File: src/rtl/gate_pkg.sv
// Shared opcode and state definitions for the gate evaluation unit and its arbiter.
package gate_pkg;

  localparam logic [2:0] OP_AND     = 3'd0;
  localparam logic [2:0] OP_OR      = 3'd1;
  localparam logic [2:0] OP_NAND    = 3'd2;
  localparam logic [2:0] OP_NOR     = 3'd3;
  localparam logic [2:0] OP_XOR     = 3'd4;
  localparam logic [2:0] OP_XNOR    = 3'd5;
  localparam logic [2:0] OP_NOT     = 3'd6;
  localparam logic [2:0] OP_ILLEGAL = 3'd7;

  typedef enum logic {
    ST_IDLE = 1'b0,
    ST_FULL = 1'b1
  } state_t;

endpackage

File: src/rtl/gate_eval.sv
// Purely combinational bitwise gate: (op, a, b) -> (y, err). NOT uses a only.
module gate_eval
  import gate_pkg::*;
#(
  parameter int WIDTH = 8
) (
  input  logic [2:0]       op,
  input  logic [WIDTH-1:0] a,
  input  logic [WIDTH-1:0] b,
  output logic [WIDTH-1:0] y,
  output logic             err
);

  always_comb begin
    y   = '0;
    err = 1'b0;
    case (op)
      OP_AND:  y = a & b;
      OP_OR:   y = a | b;
      OP_NAND: y = ~(a & b);
      OP_NOR:  y = ~(a | b);
      OP_XOR:  y = a ^ b;
      OP_XNOR: y = ~(a ^ b);
      OP_NOT:  y = ~a;
      default: err = 1'b1;
    endcase
  end

endmodule

File: src/rtl/gate_unit_arbiter.sv
// Round-robin arbiter sharing one gate_eval between NUM_REQ requesters,
// with a single registered, ID-tagged response channel.
//
//   state   | meaning
//   --------+-----------------------------------------
//   ST_IDLE | output register empty, rsp_valid low
//   ST_FULL | output register holds an unconsumed result
module gate_unit_arbiter
  import gate_pkg::*;
#(
  parameter int NUM_REQ = 4,
  parameter int WIDTH   = 8,
  parameter int ID_W    = 2
) (
  input  logic                     clk,
  input  logic                     rst_n,
  input  logic [NUM_REQ-1:0]       req_valid,
  output logic [NUM_REQ-1:0]       req_ready,
  input  logic [3*NUM_REQ-1:0]     req_op,
  input  logic [WIDTH*NUM_REQ-1:0] req_a,
  input  logic [WIDTH*NUM_REQ-1:0] req_b,
  output logic                     rsp_valid,
  input  logic                     rsp_ready,
  output logic [ID_W-1:0]          rsp_id,
  output logic [WIDTH-1:0]         rsp_data,
  output logic                     rsp_err
);

  state_t             state_q, state_d;
  logic [ID_W-1:0]    rr_ptr_q, rr_ptr_d;
  logic [ID_W-1:0]    rsp_id_q, rsp_id_d;
  logic [WIDTH-1:0]   rsp_data_q, rsp_data_d;
  logic               rsp_err_q, rsp_err_d;

  logic               can_accept;
  logic [2*NUM_REQ-1:0] valid_dbl;
  logic [NUM_REQ-1:0] valid_rot;
  logic [ID_W:0]      cand;
  logic [ID_W:0]      ptr_inc;
  logic               grant_any;
  logic [ID_W-1:0]    grant_idx;
  logic [NUM_REQ-1:0] grant_vec;

  logic [2:0]         sel_op;
  logic [WIDTH-1:0]   sel_a, sel_b;
  logic [WIDTH-1:0]   eval_y;
  logic               eval_err;

  // rst_n gates acceptance so req_ready stays low throughout reset.
  assign can_accept = rst_n & ((state_q == ST_IDLE) | (rsp_valid & rsp_ready));

  // Rotate so rr_ptr sits at bit 0, take the first set bit, then map back.
  always_comb begin
    valid_dbl = {req_valid, req_valid} >> rr_ptr_q;
    valid_rot = valid_dbl[NUM_REQ-1:0];
    grant_any = 1'b0;
    grant_idx = '0;
    cand      = '0;
    if (can_accept) begin
      for (int k = NUM_REQ - 1; k >= 0; k--) begin
        if (valid_rot[k]) begin
          grant_any = 1'b1;
          cand      = {1'b0, rr_ptr_q} + (ID_W+1)'(k);
          if (cand >= (ID_W+1)'(NUM_REQ)) begin
            cand = cand - (ID_W+1)'(NUM_REQ);
          end
          grant_idx = cand[ID_W-1:0];
        end
      end
    end
  end

  always_comb begin
    grant_vec = '0;
    sel_op    = '0;
    sel_a     = '0;
    sel_b     = '0;
    for (int i = 0; i < NUM_REQ; i++) begin
      if (grant_any && (grant_idx == ID_W'(i))) begin
        grant_vec[i] = 1'b1;
        sel_op       = req_op[3*i +: 3];
        sel_a        = req_a[WIDTH*i +: WIDTH];
        sel_b        = req_b[WIDTH*i +: WIDTH];
      end
    end
  end

  assign req_ready = grant_vec;

  gate_eval #(
    .WIDTH(WIDTH)
  ) u_gate_eval (
    .op (sel_op),
    .a  (sel_a),
    .b  (sel_b),
    .y  (eval_y),
    .err(eval_err)
  );

  always_comb begin
    ptr_inc = {1'b0, grant_idx} + 1'b1;
    if (ptr_inc == (ID_W+1)'(NUM_REQ)) begin
      ptr_inc = '0;
    end
    rr_ptr_d = grant_any ? ptr_inc[ID_W-1:0] : rr_ptr_q;
  end

  always_comb begin
    rsp_id_d   = rsp_id_q;
    rsp_data_d = rsp_data_q;
    rsp_err_d  = rsp_err_q;
    if (grant_any) begin
      rsp_id_d   = grant_idx;
      rsp_data_d = eval_y;
      rsp_err_d  = eval_err;
    end
  end

  always_ff @(posedge clk or negedge rst_n) begin
    if (!rst_n) begin
      state_q    <= ST_IDLE;
      rr_ptr_q   <= '0;
      rsp_id_q   <= '0;
      rsp_data_q <= '0;
      rsp_err_q  <= 1'b0;
    end else begin
      state_q    <= state_d;
      rr_ptr_q   <= rr_ptr_d;
      rsp_id_q   <= rsp_id_d;
      rsp_data_q <= rsp_data_d;
      rsp_err_q  <= rsp_err_d;
    end
  end

  // A drain with a same-cycle grant keeps the register full (back-to-back).
  always_comb begin
    state_d = state_q;
    case (state_q)
      ST_IDLE: if (grant_any) state_d = ST_FULL;
      ST_FULL: if (rsp_ready) state_d = grant_any ? ST_FULL : ST_IDLE;
      default: state_d = ST_IDLE;
    endcase
  end

  always_comb begin
    rsp_valid = (state_q == ST_FULL);
    rsp_id    = rsp_id_q;
    rsp_data  = rsp_data_q;
    rsp_err   = rsp_err_q;
  end

endmodule

File: config.mk
export PLATFORM = sky130hd
export DESIGN_NAME = gate_unit_arbiter
export DESIGN_NICKNAME = d
export VERILOG_FILES = /design/src/rtl/gate_pkg.sv /design/src/rtl/gate_eval.sv /design/src/rtl/gate_unit_arbiter.sv
export SDC_FILE = /design/constraint.sdc
export NUM_CORES = 1
export LEC_CHECK = 0
export CAP_MARGIN = 40
export CELL_PAD_IN_SITES_DETAIL_PLACEMENT = 1
export CELL_PAD_IN_SITES_GLOBAL_PLACEMENT = 1
export CORE_AREA = 2 2 104 86
export DETAILED_ROUTE_END_ITERATION = 12
export DIE_AREA = 0 0 106 88
export PLACE_DENSITY = 0.84
export SYNTH_ARGS = -nofsm -noshare
export SYNTH_HDL_FRONTEND = slang
export SYNTH_SLANG_ARGS = --single-unit
File: constraint.sdc
create_clock -name clk -period 4.4 [get_ports clk]
set_input_delay 1.1 -clock clk [delete_from_list [all_inputs] [get_ports clk]]
set_output_delay 1.1 -clock clk [all_outputs]
set_load 0.02 [all_outputs]
==> flow_summary_export.csv <==
group,metric,value,unit
sta,relSlewSlack,0.682,
cts,numClockSinks,14,
final_layout,area_growth,79.9,%
floorplanning,pin_count,99,
worst_setup_path,cp_data_required_time,3.30,ns
final_layout,final_common_cell,"clkdlybuf4s50_1",
synthesis,yosysUniqueCellTypes,49,
worst_setup_path,worstPathArrival,3.12,ns
floorplanning,die_h,88,um
worst_setup_path,crit_type,"input port to output pin",
cts,holdBufCountCts,0,
worst_hold_path,hp-class,"flop to flop",
cts,worst_skew_pair.late_latency,0.25,ns
worst_setup_path,critPathCaptureType,"output pin",
grt,grt_pass1_wl,13.3,mm
final_layout,mostFrequentLayoutCells,"clkdlybuf4s50_1 (93), buf_4 (43), nor2_1 (30), nand2_1 (30), a21oi_1 (24)",
cts,cts_inserted_buffers,3,
route,wl_met1,3.93,mm
final_layout,fillCellCount,996,
worst_setup_path,worstSetupStartpointType,"input port",
grt,grt_pass1_vias,2687,
place,portBuffers,98,
floorplanning,fp.coreArea,0.00830,mm^2
route,wl,8.50,mm
grt,grt_max_degree,22,
route,wl_met3,307,um
route,vias,2573,
synthesis,syn_area_per_cell,7.21,um^2
run_status,outcome,"completed",
sta,finalHoldViolCount,0,
worst_setup_path,path_max_fanout,4,
synthesis,synth_area_leaders,"dfrtp_1 (17%), ha_1 (12%), a21oi_1 (6.9%)",
flow_run,max_cap_violations,0,
floorplanning,die_x,106,um
sta,layout_worst_path_cycle_share,0.960,
synthesis,synth_area,0.00209,mm^2
floorplanning,die_area,0.00933,mm^2
synthesis,synth_edf_count,0,
final_layout,multi_input_area,0.00176,mm^2
final_layout,stdcell_area,0.00376,mm^2
route,viasPerCell,4.86,
cts,h-tree-depth,1,
power_and_ir_drop,powerDensity,325,mW/mm^2
sta,holdWs,0.485,ns
cts,clockBufferDepth,2,
place,place_hpwl,6.94,mm
synthesis,yosys_warnings,0,
sta,fin_skew,0.00595,ns
sta,slew_violations,0,
grt,gr-usage-all-layers,0.179,
grt,grt_overflow,0,
floorplanning,core.rowCount,30,
synthesis,synth_top_area_share,0.167,
sta,finalCriticalPeriod,4.22,ns
floorplanning,initial_core_util,0.252,
cts,cts_root_buf,"clkbuf_8",
final_layout,layout-drive-gt1-share,0.221,
route,detail-route-antenna-nets,0,
grt,antenna_found_initial,0,
route,wl_per_cell,16.1,um
place,place_congestion,0.822,
place,place_area,0.00349,mm^2
route,dr.pass1.iters,4,
synthesis,synth_nets,393,
sta,setup_viol,0,
route,top_layer,"met4",
synthesis,dominantRegCellSynth,"dfrtp_1",
final_layout,regArea,350,um^2
power_and_ir_drop,leakage,1.64,nW
cts,cts_tree,"yes",
synthesis,yosysSeqAreaShare,0.167,
power_and_ir_drop,worst_ir_drop_vdd,0.149,mV
sta,worst_pin_slew,0.477,ns
synthesis,synth_cells,290,
cts,cts.clk_slew.worst_paths,0.06,ns
synthesis,async_reset_ff_frac,1.00,
route,met2_length,4.18,mm
route,dr.first_iter.drc_count,69,
synthesis,ys_seq_elements,14,
route,drc,0,
synthesis,synth.largest_area_cell,"dfrtp_1",
final_layout,nets,521,
sta,fmax,0.237,GHz
final_layout,antenna_cells,0,
[cell type report]
class | instances | share of cell area
Tap cell | 112 | 0.0372
Timing Repair Buffer | 147 | 0.371
Inverter | 17 | 0.0170
Multi-Input combinational cell | 235 | 0.467
Sequential cell | 14 | 0.0931
Clock buffer | 4 | 0.0146
[metrics by stage]
step	util	instances	setup TNS, ns	total power, mW	setup slack, ns
after CTS	0.427	527	0	1.14	0.0221
final	0.454	529	0	1.22	0.175
after global placement	0.421	523	-0.947	0.978	-0.166
after global routing	0.454	529	-0.0399	1.32	-0.0143
after detailed placement	0.421	523	-2.33	1.01	-0.317
after floorplan	-	290	0	0.628	0.115
[registers in the layout, summed over array words and instances (netlist names)]
signal     cells
rsp_data       8
rr_ptr_q       2
rsp_id         2
rsp_err        1
rsp_valid      1
[critical path: stages]
cell and delay (ns):
clkdlybuf4s50_1 0.42, buf_4 0.16, o211ai_1 0.15, a21oi_1 0.08
nor3_1 0.25, inv_1 0.14, ha_2 0.22, buf_4 0.15
and2_1 0.13, dlygate4sd2_1 0.33
[path summary, 6_finish.rpt]
path / slack, ns / depth (start not counted) / from / end
min in group asynchronous: 1.20 / 2 / rst_n / rsp_valid
hold reg to reg: 0.49 / 2 / rsp_err / rsp_err
hold / removal: 0.49 / 2 / rsp_err / rsp_err
max in group asynchronous: 3.01 / 2 / rst_n / rsp_data[0]
setup reg to reg: 1.12 / 14 / rr_ptr_q[0] / rsp_data[7]
setup / recovery: 0.18 / 10 / req_valid[1] / req_ready[0]
[where the power goes]
part	switching [mW]	internal [mW]
clock	0.0475	0.0792
combinational	0.437	0.450
sequential	0.0352	0.176
total	0.519	0.705
[repair_timing]
action                     4_1_cts  5_1_grt
setup endpoints to repair        8        8
gates resized for setup          4       44
pin swaps                        1       12
buffers inserted                 0        2
[layer usage]
layer	track usage	up-vias
li1	-	1281
met1	0.239	1223
met2	0.311	63
met3	0.0201	6
met4	0.0431	0
met5	0	-
[cell families (layout without fill, tap and decap cells)]
| logic type | count (synthesis) | in the layout | share of synthesized area |
|---|---|---|---|
| adders and majority gates | 20 | 20 | 0.120 |
| xor gates and xnor gates | 8 | 8 | 0.0335 |
| AOI/OAI and AO/OA | 92 | 92 | 0.310 |
| and+or+nand+nor | 113 | 113 | 0.271 |
| DFF | 14 | 14 | 0.167 |
| muxes | 2 | 2 | 0.0102 |
| buffers and inverters | 41 | 168 | 0.0885 |
[synthesized netlist by cell type (all sizes together) (4+ instances only)]
master	count
or3	4
nand3	5
nand2	30
dfrtp	14
o21ai	15
and2	15
inv	17
a211o	5
nor2b	7
a2111oi	4
buf	14
a211oi	5
a21oi	29
a22oi	12
xor2	5
clkbuf	10
a221oi	10
nand2b	5
ha	20
nor2	32
nor3	6
No activity file was read; power rests on OpenSTA's default activity.
